$ cat config.mk
export PLATFORM = sky130hd
export DESIGN_NAME = wptr_full_gen
export DESIGN_NICKNAME = d
export VERILOG_FILES = /design/src/rtl/wptr_full_gen.sv
export SDC_FILE = /design/constraint.sdc
export NUM_CORES = 1
export LEC_CHECK = 0
export CAP_MARGIN = 30
export CORE_AREA = 3 3 46 52
export CTS_BUF_LIST = sky130_fd_sc_hd__clkbuf_4
export DETAILED_ROUTE_END_ITERATION = 16
export DIE_AREA = 0 0 49 55
export PLACE_DENSITY = 0.85
export SYNTH_ARGS = -nofsm -noshare
export SYNTH_HDL_FRONTEND = slang
export SYNTH_SLANG_ARGS = --single-unit
$ cat constraint.sdc
create_clock -name clk -period 3.5 [get_ports clk]
set_input_delay 0.35 -clock clk [delete_from_list [all_inputs] [get_ports clk]]
set_output_delay 0.35 -clock clk [all_outputs]
set_load 0.02 [all_outputs]
$ cat src/rtl/wptr_full_gen.sv
// Write-domain pointer/flag generator for an async FIFO: binary + Gray write
// pointer, full / almost-full / level from the synchronized read pointer, sticky overflow.
module wptr_full_gen #(
    parameter int ADDR_W   = 4,
    parameter int AFULL_TH = 2
) (
    input  logic              clk,
    input  logic              nrst,
    input  logic              winc,
    input  logic [ADDR_W:0]   wq2_rptr,
    input  logic              wovf_clr,
    output logic [ADDR_W-1:0] waddr,
    output logic [ADDR_W:0]   wptr,
    output logic              wfull,
    output logic              walmost_full,
    output logic [ADDR_W:0]   wlevel,
    output logic              wovf
);

    localparam int unsigned     C_PW        = ADDR_W + 1;
    localparam int unsigned     C_DEPTH     = 1 << ADDR_W;
    localparam logic [ADDR_W:0] C_AFULL_LVL = (ADDR_W + 1)'(C_DEPTH - AFULL_TH);

    logic [ADDR_W:0]   r_wbin;
    logic [ADDR_W:0]   r_wptr;
    logic              r_wfull;
    logic              r_wafull;
    logic [ADDR_W:0]   r_wlevel;
    logic              r_wovf;

    logic              w_wen;
    logic [ADDR_W:0]   w_wbin_next;
    logic [ADDR_W:0]   w_wgray_next;
    logic [ADDR_W:0]   w_rbin;
    logic [ADDR_W:0]   w_level_next;
    logic              w_full_next;
    logic              w_afull_next;

    assign w_wen        = winc & ~r_wfull;
    assign w_wbin_next  = r_wbin + {{ADDR_W{1'b0}}, w_wen};
    assign w_wgray_next = (w_wbin_next >> 1) ^ w_wbin_next;

    // Gray-to-binary: each binary bit is the XOR of all Gray bits at or above it.
    always_comb begin
        w_rbin = '0;
        for (int unsigned i = 0; i < C_PW; i++) begin
            w_rbin[i] = ^(wq2_rptr >> i);
        end
    end

    assign w_level_next = w_wbin_next - w_rbin;
    assign w_full_next  = (w_wgray_next ==
                           {~wq2_rptr[ADDR_W:ADDR_W-1], wq2_rptr[ADDR_W-2:0]});
    assign w_afull_next = w_full_next | (w_level_next >= C_AFULL_LVL);

    always_ff @(posedge clk or negedge nrst) begin
        if (!nrst) begin
            r_wbin   <= '0;
            r_wptr   <= '0;
            r_wfull  <= 1'b0;
            r_wafull <= 1'b0;
            r_wlevel <= '0;
            r_wovf   <= 1'b0;
        end else begin
            r_wbin   <= w_wbin_next;
            r_wptr   <= w_wgray_next;
            r_wfull  <= w_full_next;
            r_wafull <= w_afull_next;
            r_wlevel <= w_level_next;
            // A violation in the clearing cycle keeps the flag set.
            r_wovf   <= (winc & r_wfull) | (r_wovf & ~wovf_clr);
        end
    end

    assign waddr        = r_wbin[ADDR_W-1:0];
    assign wptr         = r_wptr;
    assign wfull        = r_wfull;
    assign walmost_full = r_wafull;
    assign wlevel       = r_wlevel;
    assign wovf         = r_wovf;

endmodule
==> results.sh <==
export IMPL_die_w_um=49
export IMPL_finalCritPeriodShare_pct=92.0
export IMPL_cp_required_ns=3.67
export IMPL_power_frac_seq_pct=25.3
export IMPL_grt_pass1_wl_mm=2.96
export IMPL_ys_warnings_count=0
export IMPL_synth_edf_count=0
export IMPL_setup_violations=0
export IMPL_worst_path_max_fanout=5
export IMPL_wirelength_mm=1.77
export IMPL_root_buffer="clkbuf_4"
export IMPL_clock_sinks=17
export IMPL_dpl_hpwl_mm=1.41
export IMPL_p_int_mw=0.809
export IMPL_post_cts_buffers=0
export IMPL_synthArstFlopShare_pct=100
export IMPL_core_area_mm2=0.00198
export IMPL_die_area_mm2=0.00270
export IMPL_insertion_delay_ns=0.30
export IMPL_syn_nets=93
export IMPL_powerDensity_mw_per_mm2=1150
export IMPL_wl_per_cell_um=13.0
export IMPL_synthCells=78
export IMPL_post_route_drc_count=0
export IMPL_cp_arrival_ns=3.39
export IMPL_cts_tree="done"
export IMPL_n_antenna_cell=0
export IMPL_syn_avg_cell_area_um2=11.5
export IMPL_area_delta_synth_final_pct=35.9
export IMPL_gp_congestion=0.761
export IMPL_grt_usage_pct=15.4
export IMPL_antenna_found_initial=0
export IMPL_ys_seq_area_share_pct=47.3
export IMPL_path_clk_slew_ns=0.10
export IMPL_cts_hold_buf=0
export IMPL_final_hold_viol_count=0
export IMPL_cts_resized=0
export IMPL_worst_pin_slew_ns=0.748
export IMPL_io_pins=26
export IMPL_hold_path_class="in2async"
export IMPL_netSwitchingPower_mw=0.596
export IMPL_power_combinational_fraction_pct=66.6
export IMPL_p_leak_nw=0.556
export IMPL_synth_most_common_cell="dfrtp_1"
export IMPL_cts_made_buffers=3
export IMPL_synth_area_leader_cell="dfrtp_1"
export IMPL_vias=653
export IMPL_synth_commonest_cells="dfrtp_1, inv_1, xnor2_1, xor2_1, ha_1"
export IMPL_end_kind="register"
export IMPL_synth_seq_cells=17
export IMPL_drt_pass1_iter_count=4
export IMPL_peakVddDrop_uv=443
export IMPL_yosys_top_cells_area="dfrtp_1, xnor2_1, xor2_1"
export IMPL_syn_cell_area_um2=900
export IMPL_die_y_um=55
export IMPL_num_rows=17
export IMPL_synth_top_area_share_pct=47.3
export IMPL_max_freq_mhz=310
export IMPL_hold_ws_ns=0.478
export IMPL_slew_headroom_pct=50.0
export IMPL_rsz0062_at_grt="no"
export IMPL_synth_distinct_cells=25
export IMPL_critPathKind="in2reg"
export IMPL_dp_cells=132
export IMPL_io_buffer_count=25
export IMPL_viasPerCell=4.80
export IMPL_fin_crit_ns=3.22
export IMPL_ys_flop_type="dfrtp_1"
export IMPL_antenna_left=0
export IMPL_skew_ns=0.0157
export IMPL_grt_remaining_overflow=0
export IMPL_clockBufferDepth=2
export IMPL_final_cell_count_no_fill=136
export IMPL_htreeDepth=1
export IMPL_drive_gt1_share_pct=7.41
export IMPL_initialDrtViolationCount=10
export IMPL_finalPower_mw=1.41
export IMPL_drv_cap=0
export IMPL_start_util_pct=45.5
export IMPL_cp_start_kind="input pin"
export IMPL_grt_pass1_vias=669
export IMPL_grt_max_degree=18
export IMPL_maxSlewViolCount=0
export IMPL_layout_nets=124
export IMPL_status="completed"
export IMPL_p_sw_share_pct=42.4
export IMPL_pwr_share_clk_pct=8.1
cells in the final DEF (no fill, tap or decap), types with 3 or more instances in the layout:
cell type,netlist,routed
clkbuf_4,0,4
clkdlybuf4s50_1,0,25
dfrtp_1,17,17
ha_1,5,5
inv_1,8,8
nand2_1,4,4
nand3_1,4,4
o21ai_0,3,3
xnor2_1,8,8
xor2_1,8,8
state kept, by name (all words and copies together) (netlist names):
name / cells
r_wbin: 5
wovf: 1
wptr: 4
wfull: 1
wlevel: 5
walmost_full: 1
path summary, 6_finish.rpt:
path                                       from                endpoint  slack (ns)  cells after the start
worst min-delay path                       nrst     wlevel[2]$_DFF_PN0_        0.48                      1
min in group clk                wfull$_DFF_PN0_          wovf$_DFF_PN0_        0.52                      2
worst max-delay path                wq2_rptr[4]  walmost_full$_DFF_PN0_        0.28                     12
worst min register to register  wfull$_DFF_PN0_          wovf$_DFF_PN0_        0.52                      2
max in group asynchronous                  nrst     wlevel[0]$_DFF_PN0_        2.54                      1
worst max register to register  wfull$_DFF_PN0_  walmost_full$_DFF_PN0_        0.80                     10
per-stage QoR:
step	area [um2]	worst slack [ns]	setup TNS, ns	util [%]
after detailed placement	1190	-0.0260	-0.0260	60.3
after global placement	1190	0.219	0	60.3
final	1220	0.278	0	61.8
after floorplan	900	0.852	0	-
after CTS	1220	0.264	0	61.8
after global routing	1220	0.0539	0	61.8
power groups by stage:
stage	registers [mW]	logic [mW]	clock network [mW]
after floorplan	0.482	0.488	0
after global placement	0.358	0.908	0
after detailed placement	0.362	0.943	0
after CTS	0.357	0.949	0.115
after global routing	0.370	1.02	0.123
final	0.355	0.936	0.114
cell families after synthesis:
group | Yosys count | share of synthesized area [%]
compound gates | 7 | 4.87
xor+xnor | 19 | 22.4
fa+ha+maj | 6 | 9.18
buf+inv | 9 | 3.75
flops | 17 | 47.3
mux | 1 | 1.11
simple gates | 19 | 11.4
final cells by class:
class	count	area (um2)
clock buffers	4	30.0
fillers	162	756
inverters	9	33.8
multi-input cells	52	440
flip-flops and latches	17	425
well taps	28	35.0
repair buffers	26	258
critical path, cell delays in order:
cell and delay (ns):
clkdlybuf4s50_1 0.57, xor2_1 0.29, xnor2_1 0.21, xor2_1 0.32, xnor2_1 0.11, ha_1 0.23, fa_1 0.41, nor2b_1 0.20
nor3b_1 0.08, a211oi_1 0.30, nor3_1 0.11, nand4b_1 0.20
layer usage:
| layer | GRT usage [%] | routed length [um] | vias up |
|---|---|---|---|
| met4 | 12.3 | 71 | 0 |
| li1 | - | - | 316 |
| met2 | 28.7 | 892 | 30 |
| met3 | 3.75 | 141 | 7 |
| met1 | 15.0 | 661 | 300 |
| met5 | 0 | 0 | - |
Power figures use the tool's default switching activity.
==> variant 1 (same flow settings) <==
Change the parameter `ADDR_W` from 4 to 3.
--- a/src/rtl/wptr_full_gen.sv
+++ b/src/rtl/wptr_full_gen.sv
@@ -1,7 +1,7 @@
 // Write-domain pointer/flag generator for an async FIFO: binary + Gray write
 // pointer, full / almost-full / level from the synchronized read pointer, sticky overflow.
 module wptr_full_gen #(
-    parameter int ADDR_W   = 4,
+    parameter int ADDR_W   = 3,
     parameter int AFULL_TH = 2
 ) (
     input  logic              clk,
Ports: changed (resized waddr, wlevel, wptr and wq2_rptr); port bits go from 26 to 22. No check against the original RTL was run, so the function may have changed too.
==> variant 1 against the unedited design <==
Hold slack worse by 29 ps; power shrank 21%; sequential share of layout area increased by 0.69 points; maximum frequency grew 32%; design area shrank 19%; critical endpoint unchanged; area after synthesis fell by 20%; highest routed layer unchanged; setup slack improved by 780 ps; non-clock buffer count is 5 lower; count of clock-buffer cells in the layout fell by 1; wire length is 29% lower; critical path depth is 3 lower; combinational power is 22% lower; critical path type unchanged; via count fell by 25%; sequential cell count shrank 3.
==> variant 1: results (changes against the unedited design) <==
| Metric | This run | Delta |
| --- | --- | --- |
| Switching power as a share of total power | 41.2% | was 42.4% |
| Initial DRC count | 0 | was 10 |
| Delay of the slowest cell on the worst path | 470 ps | was 570 ps |
| Number of input and output port buffers inserted | 21 | was 25 |
| Leading post-synthesis cells by instance count | sky130_fd_sc_hd__dfrtp_1, sky130_fd_sc_hd__inv_1, sky130_fd_sc_hd__xnor2_1, sky130_fd_sc_hd__ha_1, sky130_fd_sc_hd__xor2_1 | was sky130_fd_sc_hd__dfrtp_1, sky130_fd_sc_hd__inv_1, sky130_fd_sc_hd__xnor2_1, sky130_fd_sc_hd__xor2_1, sky130_fd_sc_hd__ha_1 |
| Final setup skew | 8.90 ps | was 15.7 ps |
| R2R setup slack | 1220 ps | was 800 ps |
| Number of nets in the final layout | 98 | was 124 |
| Fraction of layout cells with a size suffix above 1 | 3.66% | was 7.41% |
| First-pass GRT wire length | 2150 µm | was 2960 µm |
| Detail Placement HPWL | 1060 µm | was 1410 µm |
| Vias | 489 | was 653 |
| Routed wirelength normalized by instance count | 11.3 µm | was 13.0 µm |
| Later-pin clock latency in the skew report | 280 ps | was 300 ps |
| Crit path max fanout | 4 | was 5 |
| Worst setup timing slack at the placement stage | 757 ps | was -26.0 ps |
| VDD IR max | 0.000398 V | was 0.000443 V |
| Pre-antenna DRT Iters | 1 | was 4 |
| Outcome | completed | unchanged |
| Launch point of the worst path | winc | was wq2_rptr[4] |
| Net count after synthesis | 72 | was 93 |
| Routability cong. | 0.776 | was 0.761 |
| Detailed-route wire length | 1250 µm | was 1770 µm |
| Clock transition at the register clock pins on the worst setup and hold paths after CTS | 80 ps | was 100 ps |
| Critical Path AT | 2590 ps | was 3390 ps |
| GRT Total Usage | 11.1% | was 15.4% |
| Worst Reg2Reg Path Length in Cells | 8 | was 10 |
| Static leakage | 0.452 nW | was 0.556 nW |
| Switching power | 0.000460 W | was 0.000596 W |
| Sequential area share after synthesis | 48.7% | was 47.3% |
[variant 1: routing by layer]
layer,vias to the layer above,routed length [µm],global-route usage [%],share of wire (%)
met2,19,663,21.5,53
met5,-,0,0,0
li1,241,-,-,-
met1,224,479,10.8,38
met3,5,62,2.41,5.0
met4,0,41,8.53,3.3
[variant 1: how the worst min path moves through the flow]
stage                     cells after the start        end  slack (ps)
after global routing                          1       wovf         510
after global placement                        2       wovf         490
after detailed placement                      2       wovf         510
after CTS                                     1  wlevel[2]         470
after floorplan                               0  r_wbin[0]          50
final                                         1  wlevel[2]         450
[variant 1: power by group through the flow]
stage               logic (W)  clock network [W]  registers (W)
floorplan            0.000389                  0       0.000399
global placement     0.000721                  0       0.000295
detailed placement   0.000744                  0       0.000302
CTS                  0.000746          0.0000901       0.000298
global route         0.000805          0.0000986       0.000307
finish               0.000734          0.0000863       0.000296
[variant 1: per-stage QoR]
stage          area (µm²)  power, W  hold slack, ps  util [%]
6_report              987   0.00112             449      49.9
3_5_place_dp          965   0.00105             512      48.8
5_1_grt               987   0.00121             507      49.9
3_3_place_gp          965   0.00102             493      48.8
2_1_floorplan         719  0.000788            54.4         -
4_1_cts               987   0.00113             472      49.9
[variant 1: area by class of cell]
type                       instances  area [µm²]
clock buffer                       3        22.5
timing repair buffer              21         210
multi-input combinational         37         343
inverter                           7        26.3
fill                             194         991
tap                               28        35.0
sequential                        14         350
[variant 1: kinds of logic after synthesis]
logic type	after synthesis	synth area share (%)
flip-flops	14	48.7
adder cells (fa/ha/maj)	6	11.5
AND/OR/NAND/NOR	11	7.65
buffers and inverters	7	3.65
AO/OA/AOI/OAI	6	5.39
XOR/XNOR	14	23.1
==> variant 2 (config.mk and constraints unchanged) <==
Without the edit above. The output `wlevel` loses its register stage (`r_wlevel` becomes a continuous assignment).
--- a/src/rtl/wptr_full_gen.sv
+++ b/src/rtl/wptr_full_gen.sv
@@ -59,18 +59,18 @@
             r_wptr   <= '0;
             r_wfull  <= 1'b0;
             r_wafull <= 1'b0;
-            r_wlevel <= '0;
             r_wovf   <= 1'b0;
         end else begin
             r_wbin   <= w_wbin_next;
             r_wptr   <= w_wgray_next;
             r_wfull  <= w_full_next;
             r_wafull <= w_afull_next;
-            r_wlevel <= w_level_next;
             // A violation in the clearing cycle keeps the flag set.
             r_wovf   <= (winc & r_wfull) | (r_wovf & ~wovf_clr);
         end
     end
+
+    assign r_wlevel = w_level_next;
 
     assign waddr        = r_wbin[ADDR_W-1:0];
     assign wptr         = r_wptr;
Function: changed (Yosys sat finds a counterexample within 4 cycles, from zero or initial values and one cycle with nrst low).
==> variant 2 against the unedited design <==
Count of clock-buffer cells in the layout shrank 1; die area is the same; setup slack lost 34 ps; sequential cell count shrank 5; maximum frequency shrank 1.0%; area after synthesis shrank 14%; wire length grew 11%; global-route usage grew 0.80 points; clock skew shrank 12 ps; design area grew 5.6%; cell count grew 8.8%; core utilization grew 3.5 points; critical path type is now primary input to output pin; highest routed layer unchanged.
Power is left out: the tool's default activity adds up to more than one toggle a clock period on the data nets, which glitch-free logic cannot reach.
==> variant 2: results (changes against the unedited design) <==
| Metric | This run | Delta |
| --- | --- | --- |
| Outcome | completed | unchanged |
| Xor/xnor share of the synthesized area | 26.0% | was 22.4% |
| Final Max Tran Viols | 0 | unchanged |
| Later-pin clock latency in the skew report | 270 ps | was 300 ps |
| Detailed-route wire length | 1960 µm | was 1770 µm |
| Detail Placement HPWL | 1540 µm | was 1410 µm |
| Detail Route met3 WL | 96 µm | was 141 µm |
| Actual transition at the worst max-transition pin | 585 ps | was 748 ps |
| Number of nets in the final layout | 136 | was 124 |
| Synth top area cells | sky130_fd_sc_hd__dfrtp_1, sky130_fd_sc_hd__xnor2_1, sky130_fd_sc_hd__xor2_1 | unchanged |
| Crit path max fanout | 3 | was 5 |
| Min-delay worst type | primary input to async pin | unchanged |
| Launch point of the worst path | winc | was wq2_rptr[4] |
| Routed wirelength normalized by instance count | 13.3 µm | was 13.0 µm |
| Pin count of the biggest net entering global routing | 13 | was 18 |
| Clock transition at the register clock pins on the worst setup and hold paths after CTS | 70 ps | was 100 ps |
| Initial DRC count | 8 | was 10 |
| Routability cong. | 0.803 | was 0.761 |
| Adder-cell share of the synthesized area | 10.7% | was 9.18% |
| Metal-1 WL | 786 µm | was 661 µm |
| GRT Total Usage | 16.2% | was 15.4% |
| Vias | 674 | was 653 |
| Sequential area share after synthesis | 38.8% | was 47.3% |
| Final setup skew | 3.55 ps | was 15.7 ps |
| Detail Route met2 WL | 1060 µm | was 892 µm |
| First-pass GRT wire length | 3260 µm | was 2960 µm |
| Number of global-route vias before repair | 734 | was 669 |
| Leading post-synthesis cells by instance count | sky130_fd_sc_hd__dfrtp_1, sky130_fd_sc_hd__inv_1, sky130_fd_sc_hd__xnor2_1, sky130_fd_sc_hd__xor2_1, sky130_fd_sc_hd__ha_1 | unchanged |
| Fraction of layout cells with a size suffix above 1 | 30.0% | was 7.41% |
-- variant 2: timing repair --
| item | in CTS | in global routing |
|---|---|---|
| buffers inserted | 2 | 1 |
| gates resized for setup | 12 | 12 |
| pin swaps | 4 | 5 |
| hold endpoints to repair | 0 | 0 |
| endpoints found under the setup margin | 3 | 1 |
-- variant 2: logic make-up (layout without fill, tap and decap cells) --
kind of cell               Yosys count  after routing
DFF                                 12             12
buffers and inverters                9             56
muxes                                1              1
xor gates and xnor gates            19             19
AOI/OAI and AO/OA                    7              7
and+or+nand+nor                     19             19
adders and majority gates            6              6
-- variant 2: critical path, cell delays in order --
cell                              delay, ps
sky130_fd_sc_hd__clkdlybuf4s50_1        410
sky130_fd_sc_hd__nor2b_1                140
sky130_fd_sc_hd__ha_1                   200
sky130_fd_sc_hd__ha_1                   230
sky130_fd_sc_hd__xor2_2                 200
sky130_fd_sc_hd__ha_1                   320
sky130_fd_sc_hd__buf_4                  150
sky130_fd_sc_hd__a21oi_1                140
sky130_fd_sc_hd__o21ai_0                150
sky130_fd_sc_hd__xnor3_1                260
sky130_fd_sc_hd__dlygate4sd2_1          340
-- variant 2: how the worst max path moves through the flow --
stage / end / slack (ps) / cells after the start
final: wlevel[3] / 240 / 11
after global placement: wlevel[4] / -420 / 13
after detailed placement: wlevel[4] / -560 / 13
after CTS: wlevel[4] / 9 / 13
after floorplan: wlevel[4] / 530 / 10
after global routing: wlevel[4] / 100 / 12
-- variant 2: layout make-up --
class,instances,area [µm²]
Sequential cell,12,300
Clock inverter,1,3.75
Multi-Input combinational cell,52,517
Inverter,9,33.8
Fill cell,159,687
Clock buffer,3,22.5
Timing Repair Buffer,43,379
Tap cell,28,35.0
-- variant 2: metrics by stage --
stage                     cell area (µm²)  setup slack [ps]  TNS, ps
after detailed placement             1170              -558     -610
after global routing                 1290              96.9        0
final                                1290               245        0
after floorplan                       774               533        0
after global placement               1170              -424     -477
after CTS                            1230              8.97        0
-- variant 2: per-layer routing --
metal,vias to the layer above,track usage [%]
li1,328,-
met1,320,16.4
met4,0,7.11
met5,-,0
met3,2,2.68
met2,24,33.3
